==> src/rtl/fifo_port_sched_pkg.sv <==
// Shared sizing helpers for the FIFO port scheduler and its arbiter.
package fifo_sched_pkg;

  localparam int OBUF_DEPTH = 2;

  function automatic int aw_f(input int depth);
    return (depth > 1) ? $clog2(depth) : 1;
  endfunction

  function automatic int cw_f(input int depth);
    return $clog2(depth) + 1;
  endfunction

  function automatic int iw_f(input int nreq);
    return (nreq > 1) ? $clog2(nreq) : 1;
  endfunction

endpackage

==> src/rtl/fifo_port_sched_rr_arbiter.sv <==
// Combinational round-robin arbiter: first set request at or after ptr wins.
module rr_arbiter
  import fifo_sched_pkg::*;
#(
  parameter int N = 4
) (
  input  logic [N-1:0]        req,
  input  logic [iw_f(N)-1:0]  ptr,
  input  logic                en,
  output logic [N-1:0]        gnt,
  output logic [iw_f(N)-1:0]  idx
);

  localparam int IW = iw_f(N);
  localparam logic [IW:0] N_C = (IW+1)'(N);

  logic [IW:0]   sum;
  logic [IW-1:0] pos;
  logic          found;

  // Scan the requests circularly starting from the priority pointer
  always_comb begin
    gnt   = '0;
    idx   = '0;
    found = 1'b0;
    sum   = '0;
    pos   = '0;
    for (int k = 0; k < N; k++) begin
      sum = {1'b0, ptr} + (IW+1)'(k);
      if (sum >= N_C) begin
        sum = sum - N_C;
      end else begin
        sum = sum;
      end
      pos = sum[IW-1:0];
      if (en && !found && req[pos]) begin
        gnt[pos] = 1'b1;
        idx      = pos;
        found    = 1'b1;
      end else begin
        found = found;
      end
    end
  end

endmodule

==> src/rtl/fifo_port_sched.sv <==
// Shares one single-port-RAM FIFO between NREQ producers and one consumer;
// credit-counted round-robin writes, 2-entry output buffer on the read side.
module fifo_port_sched
  import fifo_sched_pkg::*;
#(
  parameter int NREQ  = 4,
  parameter int WIDTH = 8,
  parameter int DEPTH = 8
) (
  input  logic                     clk,
  input  logic                     rst_n,
  input  logic [NREQ-1:0]          req_valid,
  input  logic [NREQ*WIDTH-1:0]    req_data,
  output logic [NREQ-1:0]          req_ready,
  output logic                     fifo_wr,
  output logic [WIDTH-1:0]         fifo_din,
  output logic                     fifo_rd,
  input  logic [WIDTH-1:0]         fifo_dout,
  output logic                     out_valid,
  output logic [WIDTH-1:0]         out_data,
  input  logic                     out_ready,
  output logic [iw_f(NREQ)-1:0]    grant_id,
  output logic [cw_f(DEPTH)-1:0]   occupancy
);

  localparam int IW = iw_f(NREQ);
  localparam int CW = cw_f(DEPTH);
  localparam logic [CW-1:0] DEPTH_C = CW'(DEPTH);
  localparam logic [IW-1:0] LAST_C  = IW'(NREQ - 1);

  logic [CW-1:0]    cnt_q, cnt_d;
  logic [IW-1:0]    rr_ptr_q, rr_ptr_d;
  logic             inflight_q;
  logic [WIDTH-1:0] buf_q [OBUF_DEPTH];
  logic             head_q, head_d;
  logic [1:0]       buf_cnt_q, buf_cnt_d;

  logic             grant_en;
  logic [IW-1:0]    win_idx;
  logic             push;
  logic             pop;
  logic [2:0]       pending;
  logic [1:0]       cnt_after_pop;
  logic             tail;

  assign grant_en = (cnt_q < DEPTH_C);

  rr_arbiter #(.N(NREQ)) u_arb (
    .req (req_valid),
    .ptr (rr_ptr_q),
    .en  (grant_en),
    .gnt (req_ready),
    .idx (win_idx)
  );

  assign push      = |req_ready;
  assign fifo_wr   = push;
  assign grant_id  = push ? win_idx : '0;
  assign occupancy = cnt_q;

  // Write-side data mux; drives zero when nobody is granted
  always_comb begin
    if (push) begin
      fifo_din = req_data[int'(win_idx)*WIDTH +: WIDTH];
    end else begin
      fifo_din = '0;
    end
  end

  assign out_valid = (buf_cnt_q != 2'd0);
  assign out_data  = buf_q[head_q];
  assign pop       = out_valid & out_ready;

  // A read is only issued if its data is guaranteed a buffer slot on arrival
  assign pending = {1'b0, buf_cnt_q} + {2'b00, inflight_q} - {2'b00, pop};
  assign fifo_rd = (cnt_q != '0) && (pending < 3'd2);

  // Next-state for credits, priority pointer and output-buffer bookkeeping
  always_comb begin
    cnt_d = cnt_q + CW'(push) - CW'(fifo_rd);
    if (push) begin
      rr_ptr_d = (win_idx == LAST_C) ? '0 : win_idx + IW'(1);
    end else begin
      rr_ptr_d = rr_ptr_q;
    end
    head_d        = head_q ^ pop;
    cnt_after_pop = buf_cnt_q - {1'b0, pop};
    tail          = head_d ^ cnt_after_pop[0];
    buf_cnt_d     = cnt_after_pop + {1'b0, inflight_q};
  end

  // State registers; returning read data lands behind whatever survives the pop
  always_ff @(posedge clk or negedge rst_n) begin
    if (!rst_n) begin
      cnt_q      <= '0;
      rr_ptr_q   <= '0;
      inflight_q <= 1'b0;
      head_q     <= 1'b0;
      buf_cnt_q  <= 2'd0;
      for (int i = 0; i < OBUF_DEPTH; i++) begin
        buf_q[i] <= '0;
      end
    end else begin
      cnt_q      <= cnt_d;
      rr_ptr_q   <= rr_ptr_d;
      inflight_q <= fifo_rd;
      head_q     <= head_d;
      buf_cnt_q  <= buf_cnt_d;
      if (inflight_q) begin
        buf_q[tail] <= fifo_dout;
      end
    end
  end

endmodule

==> config.mk <==
export PLATFORM = sky130hd
export DESIGN_NAME = fifo_port_sched
export DESIGN_NICKNAME = d
export VERILOG_FILES = /design/src/rtl/fifo_port_sched_pkg.sv /design/src/rtl/fifo_port_sched_rr_arbiter.sv /design/src/rtl/fifo_port_sched.sv
export SDC_FILE = /design/constraint.sdc
export NUM_CORES = 1
export LEC_CHECK = 0
export ABC_AREA = 0
export CAP_MARGIN = 15
export CORE_AREA = 3 3 70 72
export DETAILED_ROUTE_END_ITERATION = 10
export DIE_AREA = 0 0 73 75
export HOLD_SLACK_MARGIN = 0.03
export PLACE_DENSITY = 0.91
export SYNTH_ARGS = -nofsm -noshare
export SYNTH_HDL_FRONTEND = slang
export SYNTH_HIERARCHICAL = 1
export SYNTH_SLANG_ARGS = --single-unit
==> constraint.sdc <==
create_clock -name clk -period 6.4 [get_ports clk]
set_input_delay 1.6 -clock clk [delete_from_list [all_inputs] [get_ports clk]]
set_output_delay 1.6 -clock clk [all_outputs]
set_load 0.02 [all_outputs]
==> reports/results.md <==
* multiplexers — combinational family with the most area after synthesis
* 100% — async set-reset flop share out of synthesis
* dfrtp_1 (31%), mux4_2 (11%), mux2_2 (10%), ha_1 (9.5%), mux2_4 (6.4%) — dominant cells by area after synthesis
* 0.00548 mm² — die area
* 1.26 nW — leak pwr
* 270 ps — clock latency reported for the late side of the worst-skew pair
* clkdlybuf4s50_1 (75), dfrtp_1 (26), mux2_2 (19) — most used cells in the layout excluding fill and tap cells
* 0 ps — sum of negative setup slack
* 11 — critical path fanouts, max
* 303 — number of placed cells counting well taps
* 5.49 — via density per instance
* 24 — num rows
* 0 — antenna viol nets, final
* 40 — number of DRC markers after the initial detailed-route iteration
* reg -> reg — type of the tightest min-delay check
* 208 ps — PnR worst setup slack
* 63.7% — relative slew slack
* 617 mW/mm² — total power density per cell area
* 10.3% — area fraction in and, or, nand and nor cells after synthesis
* 307 — final standard cell count with taps included and fillers excluded
* 1 — instance count along the most critical hold path
* 0 — post-CTS setup-driven buffer insertion count
* 8280 µm — global-route wire length before repair
* 0 — cts-stage hold buffer count
* 3 — number of CTS-inserted buffers
* 76 — top-level port count
* 40.0% — Area growth, synth to finish
* 0 — number of cells upsized or downsized after cts
* 28.6% — mux contribution to synthesized area
* 26 — count of state elements after synthesis
* 0.00290 mm² — placed cell areas
* 6.14 ps — clock skew after layout
* 4 — TritonRoute pass-1 iters
* no — unrepaired setup endpoints after global routing
* dfrtp_1 — cell taking the most area after synthesis
* 10.3% — compound-cell area share of the yosys netlist
* 1686 — total via count in the routed design
* 228 ps — Place WS
* 0.280 mV — maximum ir drop on the vdd rail
* 30.8% — fraction of synthesized cell area taken by the top area cell type
* 0 — antenna violations before repair
* 162 MHz — fmax
* yes — CTS tree
* 6 — number of warnings reported in the yosys synthesis log
* 19.3% — GRT Util Overall
* 0.856 — final estimated routing congestion in global placement
* 22.0% — ratio of cells with drive above 1 in the final layout
* 3900 µm — final HPWL from detailed placement
* 75 — number of I/O port buffers
* 0 — max capacitance violation total
* 545 ps — worst slew pin tran
* output port — Critical Path End Type
* 14 — Register-to-Register Path Depth
* 75 µm — DIE HEIGHT
* 6190 ps — clock period minus worst slack
* clkdlybuf4s50_1 — most common library cell in the layout ignoring fill and taps
* 4590 ps — Worst Path Arrival
* 321 — number of nets in the layout
* 73 µm — x dimension of the die
* input pin — category of the worst setup path launch point
* clkbuf_8 — cell chosen for the clock root
* 4840 µm — detailed-route wire length
* 0 — setup-violating endpoint count in the final report
* 0 — remaining global-route overflow
* 0.00182 W — overall power
* 0.00296 mm² — total non-filler cell area in the finished layout
* 48.5% — initial core utilization
* 2160 ps — Register-to-Register Setup Slack
* 26 — total clock sinks
* 0.00435 mm² — core outline area
* 15.8 µm — mean routed wirelength per cell
* dfrtp_1 — top flip-flop cell by instance count after synthesis
* 11.8 µm² — average cell area after synthesis
* 1 — H-tree depth reported by CTS
* 244 — net count of the mapped netlist
* 179 — count of mapped cells out of synthesis
* 0 — count of flip-flops with a built-in enable after synthesis
* 1861 — via count of the first global-routing pass
* 0.00211 mm² — post-synth design cell area
* 0 — Ant. Diodes
* finished clean — outcome
* 0 — final hold viol count
* 80 ps — Worst-path clk slew
* 2 — clock buffer depth
* 0 — number of max-slew violations in the final report
* 4800 ps — required time of the worst setup path
* 11.4% — adder-cell share of the synthesized area
* 27 — pin count of the biggest net entering global routing
* 2.85% — Synth Area in XOR/XNOR
* 0 — DRC violation count after routing
* 30.8% — sequential element share of the synthesized area
* in -> out — Setup CP Type
* 96.7% — share of the clock period used by the worst path after layout
* 40 — count of unique library cells instantiated by Yosys
## per-layer routing
| metal | GRT usage, % | up-vias | wire, µm |
|---|---|---|---|
| met5 | 0 | - | 0 |
| met4 | 5.33 | 0 | 88 |
| met3 | 5.07 | 10 | 343 |
| met2 | 35.0 | 64 | 2480 |
| met1 | 22.6 | 803 | 1930 |
| li1 | - | 809 | - |
## cell usage after synthesis (all sizes together), types with 2 or more instances
master / instances
a21boi: 5
a221o: 4
buf: 7
dfrtp: 26
fa: 2
ha: 16
inv: 14
mux2: 28
mux2i: 3
mux4: 10
nand2: 9
nand3: 4
nor2: 4
nor2b: 13
o211ai: 4
o21ai: 5
o41ai: 3
or2: 2
xnor2: 4
xor2: 2
## per-stage QoR
stage	util [%]	hold slack, ps
2_1_floorplan	-	475
3_3_place_gp	66.6	484
3_5_place_dp	66.6	490
4_1_cts	67.9	510
5_1_grt	67.9	529
6_report	67.9	510
## flip-flops by register name, indices dropped and copies added, names as in the netlist
name        count
buf_q          16
head_q          1
rr_ptr_q        2
buf_cnt_q       2
occupancy       4
inflight_q      1
## critical path: stages
cell,delay (ps)
clkdlybuf4s50_1,520
mux4_2,600
nor2b_1,140
o21ai_0,100
a21boi_1,170
buf_4,240
mux4_2,530
nor2b_1,150
clkdlybuf4s50_1,530
## path summary, 6_finish.rpt
check,start,end
max in group asynchronous,rst_n,buf_q[14]
min in group asynchronous,rst_n,buf_q[0]
hold reg to reg,buf_q[12],buf_q[12]
setup / recovery,req_valid[1],fifo_din[2]
setup reg to reg,rr_ptr_q[0],occupancy[1]
hold / removal,buf_q[12],buf_q[12]
## power by group
part	total, W	internal [W]	switching (W)
registers	0.000355	0.000257	0.0000979
clock network	0.000104	0.0000550	0.0000490
logic	0.00137	0.000716	0.000650
## cells by family (layout without fill, tap and decap cells)
| kind of cell | after synthesis | count (layout) |
|---|---|---|
| adders and majority gates | 18 | 18 |
| buffers and inverters | 23 | 99 |
| and+or+nand+nor | 37 | 37 |
| muxes | 41 | 41 |
| DFF | 26 | 26 |
| xor gates and xnor gates | 6 | 6 |
| AOI/OAI and AO/OA | 28 | 28 |
## area by class of cell
type,instances,area (µm²)
Fill cell,328,1400
Multi-Input combinational cell,130,1340
Timing Repair Buffer,80,788
Sequential cell,26,651
Tap cell,52,65.1
Inverter,15,56.3
Clock buffer,4,55.1
Power figures use the tool's default switching activity.
